--- src/rtl/adder_pkg.sv ---
// Shared encodings for the adder family: FSM states and add/subtract mode constants.
package adder_pkg;

    typedef enum logic {
        ST_IDLE = 1'b0,
        ST_RUN  = 1'b1
    } state_t;

    localparam logic MODE_ADD = 1'b0;
    localparam logic MODE_SUB = 1'b1;

endpackage

--- src/rtl/full_adder.sv ---
// Single-bit combinational full adder; the one arithmetic cell of the serial adder.
module full_adder (
    input  logic a,
    input  logic b,
    input  logic cin,
    output logic sum,
    output logic cout
);

    assign sum  = a ^ b ^ cin;
    assign cout = (a & b) | (a & cin) | (b & cin);

endmodule

--- src/rtl/serial_adder.sv ---
// Bit-serial adder/subtractor: one bit per clock through a single full adder and a carry flop,
// with a start/busy/done handshake and a result register updated only on done.
module serial_adder
    import adder_pkg::*;
#(
    parameter int WIDTH = 8
) (
    input  logic             clk,
    input  logic             rst_n,
    input  logic             start,
    input  logic             sub,
    input  logic             cin,
    input  logic [WIDTH-1:0] a,
    input  logic [WIDTH-1:0] b,
    output logic             busy,
    output logic             done,
    output logic [WIDTH-1:0] sum,
    output logic             cout
);

    localparam int            CW   = (WIDTH > 1) ? $clog2(WIDTH) : 1;
    localparam logic [CW-1:0] LAST = CW'(WIDTH - 1);

    state_t           r_state;
    state_t           w_state_nxt;
    logic [WIDTH-1:0] r_sa;
    logic [WIDTH-1:0] r_sb;
    logic [WIDTH-1:0] r_pr;
    logic [WIDTH-1:0] r_sum;
    logic [WIDTH-1:0] w_pr_nxt;
    logic [CW-1:0]    r_cnt;
    logic             r_carry;
    logic             r_cout;
    logic             r_done;
    logic             w_s;
    logic             w_c;
    logic             w_last;

    full_adder u_fa (
        .a    (r_sa[0]),
        .b    (r_sb[0]),
        .cin  (r_carry),
        .sum  (w_s),
        .cout (w_c)
    );

    // New bit enters at the MSB so the LSB-first result lands aligned after WIDTH shifts.
    generate
        if (WIDTH == 1) begin : g_pr_one
            assign w_pr_nxt = w_s;
        end else begin : g_pr_wide
            assign w_pr_nxt = {w_s, r_pr[WIDTH-1:1]};
        end
    endgenerate

    assign w_last = (r_state == ST_RUN) && (r_cnt == LAST);

    always_ff @(posedge clk) begin
        if (!rst_n) begin
            r_state <= ST_IDLE;
        end else begin
            r_state <= w_state_nxt;
        end
    end

    always_comb begin
        w_state_nxt = r_state;
        case (r_state)
            ST_IDLE: if (start)        w_state_nxt = ST_RUN;
            ST_RUN:  if (r_cnt == LAST) w_state_nxt = ST_IDLE;
            default:                   w_state_nxt = ST_IDLE;
        endcase
    end

    always_ff @(posedge clk) begin
        if (!rst_n) begin
            r_sa    <= '0;
            r_sb    <= '0;
            r_pr    <= '0;
            r_cnt   <= '0;
            r_carry <= 1'b0;
            r_sum   <= '0;
            r_cout  <= 1'b0;
            r_done  <= 1'b0;
        end else begin
            r_done <= 1'b0;
            if (r_state == ST_IDLE) begin
                if (start) begin
                    // Subtraction is a + ~b + 1: invert b and preload the carry.
                    r_sa    <= a;
                    r_sb    <= (sub == MODE_SUB) ? ~b : b;
                    r_carry <= (sub == MODE_SUB) ? 1'b1 : cin;
                    r_cnt   <= '0;
                end
            end else begin
                r_pr    <= w_pr_nxt;
                r_sa    <= r_sa >> 1;
                r_sb    <= r_sb >> 1;
                r_carry <= w_c;
                r_cnt   <= r_cnt + CW'(1);
                if (w_last) begin
                    r_sum  <= w_pr_nxt;
                    r_cout <= w_c;
                    r_done <= 1'b1;
                end
            end
        end
    end

    assign busy = (r_state == ST_RUN);
    assign done = r_done;
    assign sum  = r_sum;
    assign cout = r_cout;

endmodule

--- config.mk ---
export PLATFORM = sky130hd
export DESIGN_NAME = serial_adder
export DESIGN_NICKNAME = d
export VERILOG_FILES = /design/src/rtl/adder_pkg.sv /design/src/rtl/full_adder.sv /design/src/rtl/serial_adder.sv
export SDC_FILE = /design/constraint.sdc
export NUM_CORES = 1
export LEC_CHECK = 0
export CAP_MARGIN = 15
export CORE_MARGIN = 2
export CORE_UTILIZATION = 45
export DETAILED_ROUTE_END_ITERATION = 10
export PLACE_DENSITY = 0.73
export RECOVER_POWER = 100
export SLEW_MARGIN = 15
export SYNTH_ARGS = -nofsm -noshare
export SYNTH_HDL_FRONTEND = slang
export SYNTH_SLANG_ARGS = --single-unit
--- constraint.sdc ---
create_clock -name clk -period 1.4 [get_ports clk]
set_clock_uncertainty 0.05 [all_clocks]
set_input_delay 0.35 -clock clk [delete_from_list [all_inputs] [get_ports clk]]
set_output_delay 0.35 -clock clk [all_outputs]
set_load 0.01 [all_outputs]
== Yosys cells after proc, flatten, opt, wreduce, memory -nomap -nowiden ==
Cells that the tools add are included.

* Input bits: 21
* Bits in registers: 39
* Output and inout port bits: 11
* Word-level logic and storage cells: 42

* Muxes and demuxes: 14
* Equal/unequal tests: 1
* Reduce and logical (&&, ||, !) cells: 5
* $add $sub $neg: 1
* Bitwise operators: 10

{| class="wikitable"
|+ Operator list
! cell !! number
|-
| $mux 7 || 4
|-
| $mux 8 || 1
|-
| $not 8->8 || 1
|-
| $mux 1 || 6
|-
| $mux 3 || 2
|-
| $reduce_and 2->1 || 2
|-
| $add 3x1->3 const B || 1
|-
| $and 1x1->1 || 3
|-
| $eq 3x3->1 const B || 1
|-
| $not 1->1 || 2
|-
| $or 1x1->1 || 2
|-
| $pmux 1 s2 || 1
|-
| $reduce_bool 2->1 || 1
|-
| $reduce_or 2->1 || 1
|-
| $xor 1x1->1 || 2
|-
| $logic_and 1x1->1 || 1
|}

== Depth between registers and ports, before layout ==
* Word-level depth: 4
* Depth in mapped cells: 5
* Depth with buffers taken out: 4

== Modules after synthesis ==
From an unflattened synthesis, not the netlist that was laid out.

* Cell total of the unflattened synthesis: 171
* Area total of the unflattened synthesis: 1686.6 µm²

{| class="wikitable"
|+ By module, submodules not included
! module !! times used !! area an instance (µm²) !! seq. area each (µm²) !! cells each
|-
| serial_adder || 1 || 1666.6 || 760.7 || 170
|-
| full_adder || 1 || 20.0 || 0.0 || 1
|}

== Least setup slack after synthesis ==
OpenSTA, ideal clock, no wires.

* Path kind: register to register
* From: reg r_cnt[0]
* To: reg r_cout (netlist: cout)
* Clock period less this slack: 1293 ps
* Setup slack: 107 ps
* Stages on the path, launching flop included: 6
* Data required time: 1279 ps
* Buffers on the path: 1
* Setup time: 71 ps
* Data arrival time: 1173 ps
* Cell sequence: dfxtp_1 -> ha_1 -> ha_1 -> clkbuf_1 -> a21bo_2 -> a21oi_1

* Word-level cells in the longest chain between the ends: 3

{| class="wikitable"
|+ RTL lines
! what !! RTL line !! source
|-
| start: declaration || serial_adder.sv:31 || <nowiki>logic [CW-1:0] r_cnt;</nowiki>
|-
| start signal: assignment || serial_adder.sv:100 || <nowiki>r_cnt <= r_cnt + CW'(1);</nowiki>
|-
| $eq 3x3->1 || serial_adder.sv:56 || <nowiki>assign w_last = (r_state == ST_RUN) && (r_cnt == LAST);</nowiki>
|-
| $logic_and 1x1->1 || serial_adder.sv:56 ||
|-
| $reduce_and 2->1 (no source line) || - ||
|-
| end signal: assignment || serial_adder.sv:103 || <nowiki>r_cout <= w_c;</nowiki>
|-
| end: declaration || serial_adder.sv:33 || <nowiki>logic r_cout;</nowiki>
|}

Every way passes these cells.
A chain may end at the register's enable or synchronous reset.

== Worst setup path in the final report ==
* From: in start
* To: reg r_cnt[2]

* Word-level cells in the longest chain between the ends: 1

{| class="wikitable"
|+ RTL lines
! what !! RTL line !! source
|-
| start: declaration || serial_adder.sv:10 || <nowiki>input logic start,</nowiki>
|-
| $reduce_bool 2->1 (no source line) || - ||
|}

Every way passes these cells.

==> impl_metrics.ini <==
[clock_tree]
htree_levels = 2
cts_tree = yes
clk_pin_slew_ns = 0.07
cts_sinks = 38
clock_latency_ns = 0.28
cts_root_buffer = clkbuf_8
clk_path_buf_depth = 2
cts_buffers = 5
cts_hold_buf = 0

[floorplanning]
pin_count = 32
core_um2 = 3630
die_w_um = 65.2
rows = 22
initial_core_util = 0.463
dieArea_um2 = 4250
die_y_um = 65.2

[critical_path]
r2r_setup_slack_ns = 0.11
cp.required_ns = 1.55
timing.rr.start = r_cnt[0]$_SDFFE_PN0P_
endpoint_kind = flop
crit_arrival_ns = 1.49
r2r_end = sum[0]$_SDFFE_PN0P_
critPathLaunchType = primary input
crit_fanout = 12
cp-startpoint = start
ff2ff_path_depth = 5
worstSetupPathType = primary input to flop

[cells_and_area]
antennaDiodeCount = 0
nNetsFinal = 233
area_growth_pct = 30.6
stdcell_area_um2 = 2200
drive_gt1_frac = 0.167

[sta]
whs_ns = 0.431
tightest_slew_ns = 0.287
final-max-slew-violation-count = 0
slew_headroom = 0.809
rsz0062_at_grt = false
post-route-min-period_ns = 1.33
fmax_mhz = 750
post-route-period-util = 0.953
setup_violations = 0
hold_viol = 0
fin_setup_tns_ns = 0

[synthesis]
ys_seq_elements = 38
syn_nets = 195
syn_area_per_cell_um2 = 9.84
synthArstFlopShare = 0
synthDistinctLibCells = 28
synth_enable_flop_cells = 0
yosys_warnings = 0
netlist_area_um2 = 1680
yosysSeqAreaShare = 0.452
synth_top_area_share = 0.452
synth_ff_type = dfxtp_1
synth_top_cell_by_area = dfxtp_1
synth_most_common_cell = dfxtp_1
synthCells = 171
synthTopCellsByCount = dfxtp_1, nand3_1, mux2i_1
synth_area_leaders = dfxtp_1, mux2i_1, a21bo_2

[power]
peakVddDrop_uv = 525
total_power_uw = 2200
powerDensity_nw_per_um2 = 1000
power.leakage_uw = 0.000890

[global_route]
grt-ovfl-total = 0
grt_pass1_vias = 1270
grt_antenna_before_repair = 0
grt_use_total = 0.170
grt_pass1_wl_mm = 5.58
grt_max_degree = 60

[place]
placement.cell_area_um2 = 2080
gp_congestion = 0.736
port_buffers = 31
hpwl_mm = 2.38

[hold_path]
holdPathEnd = sum[5]$_SDFFE_PN0P_
hold_path.class = flop to flop
hold_path_startpoint = r_pr[6]$_SDFFE_PN0P_
worstHoldPathCells = 2

[routing]
wl_mm = 3.40
num_vias = 1332
ant_nets = 0
dr.first_iter.drc_count = 81
vias_per_cell = 5.16
drt_drc_violations_left = 0
drt_first_pass_iters = 4
wire_per_inst_um = 13.2

[flow_run]
drv_cap = 0

[run_status]
status = complete, no violations
-- worst max path at each step --
stage                             to  depth (start not counted)
2_1_floorplan      cout$_SDFFE_PN0P_                          5
3_3_place_gp    r_sb[1]$_SDFFE_PN0P_                          3
3_5_place_dp    r_sb[0]$_SDFFE_PN0P_                          3
4_1_cts         r_sb[0]$_SDFFE_PN0P_                          3
5_1_grt         r_sa[4]$_SDFFE_PN0P_                          4
6_report       r_cnt[2]$_SDFFE_PN0P_                          4
-- timing repair --
action / CTS / global route
endpoints found under the setup margin: 20 / 9
gates resized for setup: 13 / 3
pin swaps: 0 / 1
buffers inserted: 0 / 3
-- cell families (layout without fill, tap and decap cells) --
| logic type | count (synthesis) | in the layout | share of synthesized area |
|---|---|---|---|
| AOI/OAI and AO/OA | 39 | 39 | 0.171 |
| muxes | 15 | 15 | 0.0892 |
| DFF | 38 | 38 | 0.452 |
| and+or+nand+nor | 52 | 52 | 0.172 |
| adders and majority gates | 3 | 3 | 0.0268 |
| buffers and inverters | 16 | 55 | 0.0476 |
| xor gates and xnor gates | 8 | 8 | 0.0416 |
-- worst max-delay path, stage by stage --
cell and delay (ns):
clkdlybuf4s50_1 0.42, buf_4 0.20, or3b_1 0.35, a21oi_1 0.16
-- metrics by stage --
stage,utilization,setup slack (ns),instances
3_3_place_gp,0.572,-0.166,247
2_1_floorplan,-,0.107,171
6_report,0.605,0.0663,258
5_1_grt,0.605,0.0166,258
3_5_place_dp,0.572,-0.247,247
4_1_cts,0.596,0.0325,255
-- registers in the layout, summed over array words and instances, names as in the netlist --
signal and count:
cout 1, busy 1, r_cnt 3, r_pr 7
sum 8, done 1, r_sa 8, r_sb 8
r_carry 1
-- report_power, final --
| group | internal (uW) | leakage [uW] | switching (uW) |
|---|---|---|---|
| Combinational | 158 | 0.000532 | 136 |
| Sequential | 1130 | 0.000310 | 31.2 |
| Clock | 397 | 0.0000482 | 351 |
| Total | 1690 | 0.000890 | 519 |
-- layout make-up --
class,count,area [um^2]
timing repair buffer,45,414
tap,48,60.1
fill,339,1440
sequential,38,762
inverter,2,7.51
clock buffer,7,86.3
clock inverter,1,5.00
multi-input combinational,117,863
-- layout by cell type, fill, tap and decap left out, types with 2 or more instances in the layout --
master,count
dfxtp_1,37
clkdlybuf4s50_1,19
nand3_1,17
mux2i_1,15
a21oi_1,12
dlygate4sd2_1,11
nor2_1,10
nand2b_1,9
a21bo_2,9
buf_4,9
xnor2_1,8
nor2b_1,7
a211oi_1,7
o221ai_1,6
clkbuf_8,6
or3b_1,3
clkbuf_4,3
nand2_1,2
-- layer usage --
| layer | up-vias | wire (um) | track usage |
|---|---|---|---|
| met4 | 0 | 34 | 0.0703 |
| met3 | 4 | 102 | 0.0360 |
| li1 | 686 | - | - |
| met1 | 622 | 1520 | 0.209 |
| met5 | - | 0 | 0 |
| met2 | 20 | 1750 | 0.290 |
Power figures use the tool's default switching activity.
